===== src/rtl/lcd_win_ctrl.sv =====
// Windowed LCD image controller: holds an IMG_W x IMG_H frame and streams a WIN x WIN window after each command.
// Optional mirror/flip commands (6/7) are built when LCD_MIRROR_EN is defined; otherwise they act as reflash.
module lcd_win_ctrl #(
  parameter int unsigned DW    = 8,
  parameter int unsigned IMG_W = 6,
  parameter int unsigned IMG_H = 6,
  parameter int unsigned WIN   = 3
) (
  input  logic          clk,
  input  logic          reset,
  input  logic [DW-1:0] datain,
  input  logic [2:0]    cmd,
  input  logic          cmd_valid,
  output logic [DW-1:0] dataout,
  output logic          output_valid,
  output logic          busy
);

  localparam int unsigned N  = IMG_W * IMG_H;
  localparam int unsigned NW = (N > 1) ? $clog2(N + 1) : 1;
  localparam int unsigned XW = $clog2(IMG_W - WIN + 2);
  localparam int unsigned YW = $clog2(IMG_H - WIN + 2);
  localparam int unsigned CW = $clog2(WIN + 1);

  localparam logic [XW-1:0] X_MAX = XW'(IMG_W - WIN);
  localparam logic [YW-1:0] Y_MAX = YW'(IMG_H - WIN);
  localparam logic [XW-1:0] X_CTR = XW'((IMG_W - WIN) / 2);
  localparam logic [YW-1:0] Y_CTR = YW'((IMG_H - WIN) / 2);
  localparam logic [CW-1:0] W_LAST = CW'(WIN - 1);

  typedef enum logic [1:0] {IDLE, LOAD, PROC, OUT} state_t;

  state_t         state;
  logic [NW-1:0]  ld_cnt;
  logic [XW-1:0]  ox;
  logic [YW-1:0]  oy;
  logic [CW-1:0]  rr;
  logic [CW-1:0]  cc;
  logic [DW-1:0]  mem [N];
  logic           mirror;
  logic           flip;

  logic           accept_c;
  logic [CW-1:0]  rr_eff_c;
  logic [CW-1:0]  cc_eff_c;
  logic [NW-1:0]  rd_idx_c;

  // A command is taken only from a fully quiet controller.
  assign accept_c = cmd_valid && !busy && (state == IDLE);

  // Window pixel address, with optional row/column reversal.
  always_comb begin
    rr_eff_c = flip   ? (W_LAST - rr) : rr;
    cc_eff_c = mirror ? (W_LAST - cc) : cc;
    rd_idx_c = NW'((32'(oy) + 32'(rr_eff_c)) * 32'(IMG_W) + 32'(ox) + 32'(cc_eff_c));
  end

`ifndef LCD_MIRROR_EN
  assign mirror = 1'b0;
  assign flip   = 1'b0;
`endif

  always_ff @(posedge clk or negedge reset) begin
    if (!reset) begin
      state        <= IDLE;
      busy         <= 1'b0;
      output_valid <= 1'b0;
      dataout      <= '0;
      ld_cnt       <= '0;
      ox           <= '0;
      oy           <= '0;
      rr           <= '0;
      cc           <= '0;
      for (int unsigned i = 0; i < N; i++) mem[i] <= '0;
`ifdef LCD_MIRROR_EN
      mirror       <= 1'b0;
      flip         <= 1'b0;
`endif
    end else begin
      // busy trails the state by one edge so it drops together with output_valid.
      busy         <= (state != IDLE);
      output_valid <= 1'b0;
      case (state)
        IDLE: begin
          if (accept_c) begin
            rr <= '0;
            cc <= '0;
            if (cmd == 3'd1) begin
              state  <= LOAD;
              ld_cnt <= '0;
`ifdef LCD_MIRROR_EN
              mirror <= 1'b0;
              flip   <= 1'b0;
`endif
            end else begin
              state <= PROC;
              case (cmd)
                3'd2: if (ox < X_MAX) ox <= ox + XW'(1);
                3'd3: if (ox != '0)   ox <= ox - XW'(1);
                3'd4: if (oy != '0)   oy <= oy - YW'(1);
                3'd5: if (oy < Y_MAX) oy <= oy + YW'(1);
`ifdef LCD_MIRROR_EN
                3'd6: mirror <= ~mirror;
                3'd7: flip   <= ~flip;
`endif
                default: ;
              endcase
            end
          end
        end
        LOAD: begin
          mem[ld_cnt] <= datain;
          if (ld_cnt == NW'(N - 1)) begin
            ox    <= X_CTR;
            oy    <= Y_CTR;
            state <= OUT;
          end else begin
            ld_cnt <= ld_cnt + NW'(1);
          end
        end
        PROC: state <= OUT;
        OUT: begin
          dataout      <= mem[rd_idx_c];
          output_valid <= 1'b1;
          if (cc == W_LAST) begin
            cc <= '0;
            if (rr == W_LAST) begin
              rr    <= '0;
              state <= IDLE;
            end else begin
              rr <= rr + CW'(1);
            end
          end else begin
            cc <= cc + CW'(1);
          end
        end
        default: state <= IDLE;
      endcase
    end
  end

endmodule


===== config.mk =====
export PLATFORM = sky130hd
export DESIGN_NAME = lcd_win_ctrl
export DESIGN_NICKNAME = d
export VERILOG_FILES = /design/src/rtl/lcd_win_ctrl.sv
export SDC_FILE = /design/constraint.sdc
export NUM_CORES = 1
export LEC_CHECK = 0
export BUFFER_PORTS_ARGS = -buffer_cell sky130_fd_sc_hd__buf_2
export CAP_MARGIN = 20
export CORE_ASPECT_RATIO = 0.7
export CORE_MARGIN = 2
export CORE_UTILIZATION = 60
export CTS_CLUSTER_SIZE = 20
export DETAILED_ROUTE_END_ITERATION = 12
export MAX_ROUTING_LAYER = met4
export PLACE_DENSITY_LB_ADDON = 0.08
export SYNTH_ARGS = -nofsm -noshare
export SYNTH_HDL_FRONTEND = slang
export SYNTH_SLANG_ARGS = --single-unit

===== constraint.sdc =====
create_clock -name clk -period 6.3 [get_ports clk]
set_clock_uncertainty 0.05 [all_clocks]
set_input_delay 0.63 -clock clk [delete_from_list [all_inputs] [get_ports clk]]
set_output_delay 0.63 -clock clk [all_outputs]
set_load 0.01 [all_outputs]

# Yosys cells after proc, flatten, opt, wreduce, memory -nomap -nowiden
# Cells that the tools add are included.
# op_classes
n_addsub	10
multipliers	1
div	0
order_cmp	5
n_eq_ne	24
shift	0
mux	36
n_bitwise	2
n_reduce_logical	16
# ops
operator	count
288-bit bitwise mux	1
8-bit binary-select mux with 6-bit select	1
8-bit demux with 6-bit select	1
3-bit two-way mux	9
8-bit two-way mux	3
3-bit one-hot mux with 2 select lines	4
2-bit two-way mux	9
6-bit two-way mux	3
7-bit >= comparator, second input constant	2
6-bit NOT with 7-bit output	2
7-bit AND reduction	2
2-bit != test, second input constant	6
3-bit != test, second input constant	4
6-bit one-hot mux with 2 select lines	1
2-bit equality test, second input constant	4
2-bit one-hot mux with 2 select lines	2
2-bit one-hot mux with 4 select lines	1
4-bit AND reduction	2
7-bit by 1-bit < comparator with 1-bit output, second input constant	1
3-bit by 1-bit adder with 3-bit output, second input constant	2
6-bit by 1-bit adder with 6-bit output, second input constant	1
6-bit by 2-bit adder with 6-bit output	1
6-bit by 3-bit adder with 6-bit output	1
3-bit by 2-bit equality test with 1-bit output, second input constant	2
other kinds (19)	29
# totals
reg_bits	316
latch_bits	0
ram_bits	0
mem_bits_ro	0
in_bits	14
output_inout_bits	10
word_cells	139
n_memories	0

# Longest topological paths before layout
# Gate-level depths: netlist of run 1.
# logic_depth
word_depth	8
ltp_mapped	14
mapped_depth_nobuf	12

# Worst setup path before layout of run 1
# OpenSTA, ideal clock, no wires.
# synth_path
path_type	reg-to-reg
startpoint	register oy[0]
endpoint	register dataout[5]
setup_ns	0.138
arrival_time_ns	3.611
required_ns	6.112
path_slack_ns	2.500
stages_incl_launch_ff	12
path_buffers	1
period_less_slack_ns	3.800
path_cell_list	dfrtp_1 > ha_1 > fa_1 > ha_1 > ha_1 > inv_1 > fa_1 > xor2_2 > buf_2 > mux4_2 > nor2_1 > o311ai_1
# synth_via
elab_chain_cells	8
# synth_rtl
element	line	rtl
from (decl)	36	logic [YW-1:0] oy;
from (signal assigned)	100	3'd4: if (oy != '0) oy <= oy - YW'(1);
from (signal assigned)	101	3'd5: if (oy < Y_MAX) oy <= oy + YW'(1);
3-bit by 2-bit adder with 4-bit output	55	rd_idx_c = NW'((32'(oy) + 32'(rr_eff_c)) * 32'(IMG_W) + 32'(ox) + 32'(cc_eff_c));
4-bit by 2-bit multiplier with 5-bit output	55	
6-bit by 3-bit adder with 6-bit output	55	
6-bit by 2-bit adder with 6-bit output	55	
6-bit NOT with 7-bit output (implied by the code)	123	dataout <= mem[rd_idx_c];
8-bit binary-select mux with 6-bit select	123	
8-bit two-way mux (implied by the code) (2 in series)	123	
to (signal assigned)	123	
to (decl)	14	output logic [DW-1:0] dataout,
# Every way passes these cells. The select of a mux whose other input is x is not followed.
# A chain may end at the register's enable or synchronous reset.

# Final worst setup path of run 1
# layout_path
startpoint	register oy[0]
endpoint	register dataout[2]
# The elaborated chain is that of the path after synthesis.

==> flow_summary_export.csv, run 1 <==
group,metric,value,unit
floorplan,die_h,137,µm
synthesis,syn_nets,1118,
worst_hold_path,hold_path_depth,4,
sta,fin_setup_tns,0,ps
place,gp_congestion,0.857,
floorplan,die-area,26500,µm²
power_and_ir_drop,ir_drop,0.462,mV
status,outcome,"finished clean",
detailed_routing,dr.pass1.iters,5,
setup_path,cp-end-kind,"flip-flop",
clocking,root_buffer,"clkbuf_16",
place,pre_cts_slack,1800,ps
power_and_ir_drop,power_density,597,nW/µm²
floorplan,placementRows,48,
detailed_routing,dr.first_iter.drc_count,748,
detailed_routing,vias,9032,
setup_path,r2r_setup_slack,1900,ps
sta,setup_viol,0,
detailed_routing,via_per_inst,6.32,
setup_path,crit_arrival,4820,ps
finish,stdcell_count,1428,
synthesis,ys_warn_count,0,
sta,relSlewSlack,28.8,%
detailed_routing,wl_per_cell,24.5,µm
synthesis,syn_inst,1084,
global_route,grt_pass1_vias,8810,
clocking,postCtsSetupRepairBufs,0,
synthesis,synth_area,15100,µm²
sta,rsz0062_at_grt,"false",
setup_path,r2r-start,"oy[0]",
clocking,cts_htree_levels,1,
synthesis,yosysUniqueCellTypes,57,
finish,area_delta_synth_final,9.32,%
sta,hold_violations,0,
sta,fin_ws,1900,ps
synthesis,synth-edff-count,0,
global_route,grt_usage,28.0,%
place,placedInstanceArea,15400,µm²
detailed_routing,drc,0,
floorplan,core,24700,µm²
place,placed_cells,1368,
floorplan,start_util,61.2,%
setup_path,endpoint,"dataout[2]",
clocking,clk_latency,590,ps
global_route,grt_max_degree,189,
setup_path,reg2reg_to,"dataout[2]",
setup_path,setup.worst_path.class,"flip-flop to flip-flop",
place,portBuffers,23,
finish,antenna_cells,0,
synthesis,async_flop_share,100,%
clocking,cts.sinks,316,
power_and_ir_drop,power_leakage,7.54,nW
clocking,clkTransAtPathRegs,60,ps
clocking,cts.path.max_buffers,3,
clocking,cts_resized,0,
worst_hold_path,hp-class,"primary input to flip-flop",
setup_path,critPathMaxFanout,17,
detailed_routing,wirelength,35000,µm
finish,final_nets,1112,
clocking,cts_tree,"done",
global_route,grt_pass1_wl,54300,µm
setup_path,reg2reg_depth,11,
finish,layout-drive-gt1-share,39.0,%
finish,fill_cells,1829,
global_route,grt_overflow,0,
floorplan,die_w,194,µm
synthesis,ys_seq_area_share,52.3,%
floorplan,ios,24,
place,dpl.hpwl,22500,µm
power_and_ir_drop,power,0.00987,W
sta,maxSlewViolCount,0,
setup_path,critPathLaunch,"oy[0]",
sta,fin_crit_sh,69.9,%
detailed_routing,antenna_left,0,
sta,period_minus_slack,4400,ps
finish,finalInstanceArea,16500,µm²
global_route,antenna_found_initial,0,
setup_path,startpoint_type,"flip-flop",
clocking,numCtsBuffers,31,
synthesis,ys_ff_latch,316,
synthesis,syn_avg_cell_area,13.9,µm²
sta,worst_pin_slew,1060,ps
setup_path,worst_ep_required_time,6710,ps
job,drv_cap,0,
sta,fmax,227,MHz
synthesis,synth_flop_cell,"dfrtp_1",
==> where the power goes <==
| group | total [W] | switching, W | leakage (nW) | internal [W] |
|---|---|---|---|---|
| sequential | 0.00237 | 0.000148 | 4.03 | 0.00222 |
| clock | 0.00192 | 0.000803 | 0.527 | 0.00112 |
| combinational | 0.00559 | 0.00319 | 2.98 | 0.00239 |
==> through the flow <==
stage               utilization, %  hold slack (ps)
finish                        67.0              430
global route                  67.0              462
CTS                           66.9              411
detailed placement            62.6              439
global placement              62.6              432
floorplan                        -              284
==> critical path: stages (launching register included) <==
cell and delay (ps):
dfrtp_1 420, ha_1 240, fa_1 570, ha_1 260
ha_1 300, inv_1 60, fa_1 1090, nor2b_1 330
a22oi_1 310, nand3_1 170, and3_1 210, o311ai_1 270
==> cell usage after synthesis (2+ instances only) <==
| master | count | share of area, % |
|---|---|---|
| dfrtp_1 | 316 | 52 |
| o2111ai_1 | 2 | 0.12 |
| buf_2 | 15 | 0.50 |
| nand4_1 | 9 | 0.37 |
| nor3b_1 | 2 | 0.099 |
| nor2_1 | 36 | 0.89 |
| ha_1 | 14 | 1.2 |
| mux2_2 | 289 | 22 |
| a21oi_1 | 20 | 0.66 |
| o31ai_1 | 2 | 0.099 |
| o21ai_0 | 9 | 0.30 |
| nor3_1 | 8 | 0.26 |
| and2_1 | 5 | 0.21 |
| nand4b_1 | 3 | 0.17 |
| and3b_1 | 3 | 0.17 |
| nand3_1 | 20 | 0.66 |
| nand2_1 | 40 | 0.99 |
| nor3b_4 | 2 | 0.25 |
| a22oi_1 | 25 | 1.2 |
| a211oi_1 | 2 | 0.099 |
| nand3b_1 | 2 | 0.099 |
| o311ai_1 | 7 | 0.41 |
| and3_1 | 9 | 0.37 |
| nand2b_1 | 5 | 0.21 |
| fa_1 | 6 | 0.79 |
| a22o_1 | 5 | 0.29 |
| inv_1 | 17 | 0.42 |
| mux4_2 | 48 | 7.2 |
| buf_1 | 6 | 0.15 |
| or3_1 | 2 | 0.083 |
| o22ai_1 | 3 | 0.12 |
| nor2b_1 | 11 | 0.46 |
| xnor2_1 | 4 | 0.23 |
| mux2i_1 | 65 | 4.3 |
| a21o_1 | 4 | 0.20 |
| buf_4 | 3 | 0.15 |
| clkbuf_1 | 45 | 1.1 |
==> layout by cell type (no fill, tap or decap), drive strengths merged, types with 11 or more instances in the layout <==
cell / count
clkbuf: 46
mux4: 48
mux2: 289
dfrtp: 316
inv: 20
a21oi: 20
nor2b: 11
mux2i: 65
nor2: 37
buf: 29
ha: 14
nand2: 41
nand3: 20
a22oi: 25
==> layer usage <==
| metal | part of all wire, % | global-route usage (%) | vias up | wire length, µm |
|---|---|---|---|---|
| met1 | 50 | 43.3 | 4776 | 17400 |
| met3 | 6.4 | 6.31 | 39 | 2240 |
| li1 | - | - | 3991 | - |
| met5 | 0 | - | - | 0 |
| met2 | 43 | 38.0 | 226 | 14900 |
| met4 | 1.4 | 5.30 | 0 | 503 |
==> sequential cells by signal, indices dropped and copies added (netlist names) <==
name          count
oy                3
mem             288
busy              1
state             2
rr                2
ox                3
dataout           8
ld_cnt            6
output_valid      1
cc                2
==> how the worst min path moves through the flow <==
stage	from	end	slack [ps]
final	cmd[2]	state[0]	430
after global routing	mem[274]	mem[274]	460
after CTS	cmd[2]	state[0]	410
after detailed placement	mem[62]	mem[62]	440
after global placement	mem[102]	mem[102]	430
after floorplan	reset	busy	280
==> cell families (layout without fill, tap and decap cells) <==
kind of cell | count (synthesis) | after routing | share of synthesized area [%]
flops | 316 | 316 | 52.3
fa+ha+maj | 20 | 20 | 1.95
mux | 402 | 402 | 33.0
compound gates | 83 | 83 | 3.78
xor+xnor | 7 | 7 | 0.554
buf+inv | 88 | 107 | 2.38
simple gates | 168 | 168 | 6.04
==> cell type report <==
cell class | count | area (µm²) | area share (%)
timing repair buffer | 30 | 200 | 1.21
clock inverter | 12 | 156 | 0.946
sequential | 316 | 7910 | 47.8
inverter | 19 | 71.3 | 0.432
multi-input combinational | 680 | 6880 | 41.6
tap | 325 | 407 | 2.46
clock buffer | 46 | 902 | 5.46
==> what timing repair did <==
action,CTS,global route
hold buffers,1,0
hold endpoints to repair,59,0
setup endpoints to repair,0,0
Note: power is estimated with default switching activity, not from simulation.
==> run 2, diff against run 1 <==
==> constraint.sdc (replaced) <==
create_clock -name clk -period 4.16 [get_ports clk]
set_clock_uncertainty 0.05 [all_clocks]
set_input_delay 0.416 -clock clk [delete_from_list [all_inputs] [get_ports clk]]
set_output_delay 0.416 -clock clk [all_outputs]
set_load 0.01 [all_outputs]
==> run 2 against run 1 <==
Compared with the run above: maximum frequency grew 11%; sequential share of layout area down 0.42 points; first-iteration DRC count grew 16%; critical path depth stayed put; setup slack worse by 1700 ps; clock-buffer cell count down 7; final cell count grew 0.28%; global-route usage is 0.62 points higher; critical endpoint is now dataout[3].
==> flow_summary_export.csv, run 2 (synthesis results as in run 1) <==
group,metric,value,unit
job,drv_cap,0,
detailed_routing,dr.first_iter.drc_count,869,
detailed_routing,vias,9120,
worst_hold_path,hp-class,"primary input to flip-flop",
floorplan,die_h,137,µm
worst_hold_path,hold_path_depth,4,
sta,maxSlewViolCount,0,
setup_path,reg2reg_depth,11,
setup_path,endpoint,"dataout[3]",
setup_path,r2r_setup_slack,200,ps
place,gp_congestion,0.877,
finish,antenna_cells,0,
floorplan,die-area,26500,µm²
setup_path,cp-end-kind,"flip-flop",
sta,fin_setup_tns,0,ps
global_route,antenna_found_initial,0,
global_route,grt_usage,28.6,%
global_route,grt_overflow,0,
sta,hold_violations,0,
clocking,cts_tree,"done",
sta,fin_crit_sh,95.3,%
clocking,numCtsBuffers,31,
setup_path,startpoint_type,"flip-flop",
finish,layout-drive-gt1-share,39.7,%
setup_path,setup.worst_path.class,"flip-flop to flip-flop",
finish,largest_register_ffs,288,
sta,fmax,252,MHz
sta,setup_viol,0,
clocking,root_buffer,"clkbuf_16",
sta,relSlewSlack,33.5,%
clocking,clkTransAtPathRegs,70,ps
floorplan,placementRows,48,
setup_path,critPathMaxFanout,9,
detailed_routing,via_per_inst,6.37,
place,dpl.hpwl,22700,µm
global_route,grt_max_degree,96,
clocking,cts.path.max_buffers,3,
setup_path,crit_top_cell,"ha_1",
sta,worst_pin_slew,992,ps
global_route,grt_pass1_wl,55600,µm
detailed_routing,wirelength,35300,µm
finish,final_nets,1116,
setup_path,slowest_delay,580,ps
detailed_routing,wl_per_cell,24.7,µm
finish,largest_registers,"mem x288, dataout x8, ld_cnt x6",
clocking,clk_latency,590,ps
floorplan,ios,24,
global_route,grt_pass1_vias,9034,
clocking,cts.sinks,316,
detailed_routing,dr.pass1.iters,6,
setup_path,reg2reg_to,"dataout[3]",
floorplan,die_w,194,µm
setup_path,crit_arrival,4390,ps
finish,area_delta_synth_final,10.3,%
finish,layout.cells.most_common,"dfrtp_1",
clocking,cts_htree_levels,1,
status,outcome,"finished clean",
detailed_routing,drc,0,
sta,period_minus_slack,3960,ps
detailed_routing,antenna_left,0,
sta,rsz0062_at_grt,"false",
finish,regMostFlops,"mem",
floorplan,start_util,61.2,%
setup_path,worst_ep_required_time,4590,ps
setup_path,path_cells,"ha_1 -> fa_1 -> ha_1 -> ha_1 -> inv_1 -> fa_2 -> nand2b_1 -> a21oi_1 -> xnor3_2 -> or2_1 -> o311ai_1",
setup_path,critPathLaunch,"oy[0]",
finish,final_cell_mix,"316 x dfrtp_1, 289 x mux2_2, 65 x mux2i_1",
place,portBuffers,23,
setup_path,r2r-start,"oy[0]",
setup_path,slowest_stage,"fa_1",
floorplan,core,24700,µm²
run 2: metrics by stage:
| stage | hold slack, ps | cells | util [%] | setup WS, ps | cell area, µm² |
|---|---|---|---|---|---|
| after floorplan | 70.4 | 1084 | - | 360 | 15100 |
| after global placement | 426 | 1373 | 62.9 | 155 | 15500 |
| after detailed placement | 426 | 1373 | 62.9 | 105 | 15500 |
| after CTS | 232 | 1432 | 67.5 | 68.9 | 16700 |
| after global routing | 312 | 1432 | 67.6 | 24.7 | 16700 |
| final | 268 | 1432 | 67.6 | 196 | 16700 |
run 2: how the worst min path moves through the flow:
stage / end / startpoint / slack [ps]
floorplan: busy / reset / 70
global placement: mem[122] / reset / 430
detailed placement: mem[122] / reset / 430
CTS: state[0] / cmd[2] / 230
global route: state[0] / cmd[2] / 310
finish: state[0] / cmd[2] / 270
run 2: worst max-delay path: cells and delay by family, from the launching register on:
kind,cells,cell delay [ps]
xor+xnor,1,460
buf+inv,1,60
compound gates,2,530
simple gates,2,520
fa+ha+maj,5,1800
flops,1,420
run 2: repair_timing:
action,in CTS,in global routing
setup buffers,0,0
setup endpoints to repair,0,8
endpoints found under the hold margin,85,0
resized for setup,0,3
hold buffers,1,0
run 2: metal layers:
metal | up-vias | track usage, % | share of wire, %
li1 | 3988 | - | -
met4 | 0 | 5.17 | 1.7
met3 | 51 | 7.10 | 7.3
met2 | 266 | 40.3 | 43
met5 | - | - | 0
met1 | 4815 | 42.7 | 48
run 2: area by class of cell:
cell class                 count  area [µm²]
tap                          325         407
fill                        1740        8010
multi-input combinational    680        6890
inverter                      19        71.3
sequential                   316        7910
timing repair buffer          34         260
clock inverter                19         295
clock buffer                  39         846
Power of run 2 is not shown: default switching activity piles up to over one toggle a cycle in this logic, so the estimate is an artifact.
==> run 3, diff against run 2 <==
--- a/config.mk
+++ b/config.mk
@@ -13,7 +13,7 @@
 export CTS_CLUSTER_SIZE = 20
 export DETAILED_ROUTE_END_ITERATION = 12
 export MAX_ROUTING_LAYER = met4
-export PLACE_DENSITY_LB_ADDON = 0.08
+export PLACE_DENSITY = 0.79
 export SYNTH_ARGS = -nofsm -noshare
 export SYNTH_HDL_FRONTEND = slang
 export SYNTH_SLANG_ARGS = --single-unit
==> run 3 against run 2 <==
Compared with the run above: setup slack better by 120 ps; critical path depth is 1 higher; non-clock buffer count is 4 higher; flip-flop and latch count stayed put; utilization is 0.38 points lower; clock-buffer cell count is 7 higher; maximum frequency is 3.2% higher; register-to-register slack better by 120 ps; wire length is 0.20% lower; first-iteration DRC count is 22% lower; via count is 1.6% higher; die area stayed put; critical endpoint unchanged; largest cell class unchanged.
==> flow_summary_export.csv, run 3 (synthesis results as in run 1) <==
group,metric,value,unit
floorplan,ios,24,
worst_hold_path,hold_path_depth,4,
finish,layout.cells.most_common,"dfrtp_1",
clocking,cts.path.max_buffers,3,
finish,layout-drive-gt1-share,39.5,%
detailed_routing,dr.pass1.iters,5,
place,placedInstanceArea,15600,µm²
detailed_routing,antenna_left,0,
finish,finalInstanceArea,16600,µm²
place,gp_congestion,0.909,
sta,relSlewSlack,30.4,%
floorplan,start_util,61.2,%
sta,maxSlewViolCount,0,
finish,fill_cells,1734,
setup_path,r2r-start,"oy[0]",
sta,fin_crit_sh,92.4,%
global_route,grt_usage,28.4,%
power_and_ir_drop,power_leakage,7.55,nW
job,drv_cap,0,
clocking,cts_htree_levels,1,
global_route,grt_overflow,0,
finish,area_delta_synth_final,9.68,%
global_route,antenna_found_initial,1,
setup_path,startpoint_type,"flip-flop",
status,outcome,"finished clean",
sta,fmax,260,MHz
finish,stdcell_count,1437,
finish,largest_register_ffs,288,
clocking,postCtsSetupRepairBufs,0,
clocking,numCtsBuffers,31,
setup_path,crit_arrival,4230,ps
clocking,cts_tree,"done",
sta,worst_pin_slew,1040,ps
detailed_routing,wl_per_cell,24.5,µm
finish,largest_registers,"mem x288, dataout x8, ld_cnt x6",
power_and_ir_drop,ir_drop,1.02,mV
setup_path,critPathLaunch,"oy[0]",
place,dpl.hpwl,23200,µm
sta,whs,251,ps
floorplan,die-area,26500,µm²
sta,fin_setup_tns,0,ps
setup_path,cp-end-kind,"flip-flop",
place,portBuffers,23,
sta,rsz0062_at_grt,"false",
setup_path,setup.worst_path.class,"flip-flop to flip-flop",
clocking,cts.sinks,316,
detailed_routing,dr.first_iter.drc_count,680,
clocking,root_buffer,"clkbuf_16",
setup_path,reg2reg_depth,12,
place,placed_cells,1377,
sta,period_minus_slack,3840,ps
worst_hold_path,hp-class,"primary input to flip-flop",
global_route,grt_max_degree,112,
clocking,clkTransAtPathRegs,60,ps
finish,final_cell_mix,"316 x dfrtp_1, 289 x mux2_2, 65 x mux2i_1",
finish,regMostFlops,"mem",
power_and_ir_drop,power_density,892,nW/µm²
sta,hold_violations,0,
finish,final_nets,1120,
setup_path,critPathMaxFanout,9,
floorplan,die_h,137,µm
sta,setup_viol,0,
detailed_routing,drc,0,
detailed_routing,via_per_inst,6.45,
global_route,grt_pass1_vias,9353,
floorplan,core,24700,µm²
setup_path,worst_ep_required_time,4550,ps
floorplan,die_w,194,µm
floorplan,placementRows,48,
global_route,grt_pass1_wl,55400,µm
clocking,clk_latency,580,ps
detailed_routing,wirelength,35300,µm
detailed_routing,vias,9267,
worst_hold_path,hold_start,"cmd[1]",
run 3: report_power, final:
part / internal (W) / switching (W)
clock network: 0.00154 / 0.00118
registers: 0.00336 / 0.000225
logic: 0.00377 / 0.00471
run 3: layout make-up:
cell class	count	area, µm²	share of cell area [%]
flip-flops and latches	316	7910	47.7
multi-input cells	680	6890	41.5
clock buffers	46	892	5.38
well taps	325	407	2.45
repair buffers	38	315	1.90
clock inverters	12	98.8	0.596
inverters	19	71.3	0.430
diodes	1	2.50	0.0151
run 3: routing by layer:
| layer | share of wire (%) | track usage (%) | vias up | wire length, µm |
|---|---|---|---|---|
| met2 | 44 | 41.1 | 270 | 15300 |
| met5 | 0 | - | - | 0 |
| li1 | - | - | 4007 | - |
| met4 | 2.1 | 6.19 | 0 | 741 |
| met3 | 7.4 | 6.21 | 57 | 2600 |
| met1 | 47 | 41.5 | 4933 | 16600 |
run 3: timing repair:
item	CTS	global route
hold endpoints to repair	108	0
endpoints found under the setup margin	0	8
resized for setup	0	3
hold buffers	1	0
run 3: critical path, stage by stage, from the launching register on:
cell and delay (ps):
dfrtp_1 420, ha_1 240, fa_1 580, ha_1 260, ha_1 300, inv_1 70
fa_2 580, buf_4 210, nor2b_1 440, a22oi_1 150, nand3_1 140, and3_1 180
o311ai_1 90
run 3: per-stage QoR:
step / setup WS (ps) / total power, W / util [%]
final: 317 / 0.0148 / 67.2
after global routing: 77.4 / 0.0157 / 67.2
after CTS: 132 / 0.0147 / 67.1
after detailed placement: 156 / 0.0120 / 63.1
after global placement: 235 / 0.0119 / 63.1
after floorplan: 360 / 0.00971 / -
run 3: path summary, 6_finish.rpt:
check / to / slack [ps]
min reg2reg: mem[12] / 450
max in group asynchronous: mem[205] / 2570
min: state[0] / 250
max: dataout[3] / 320
min in group asynchronous: mem[112] / 450
max reg2reg: dataout[3] / 320
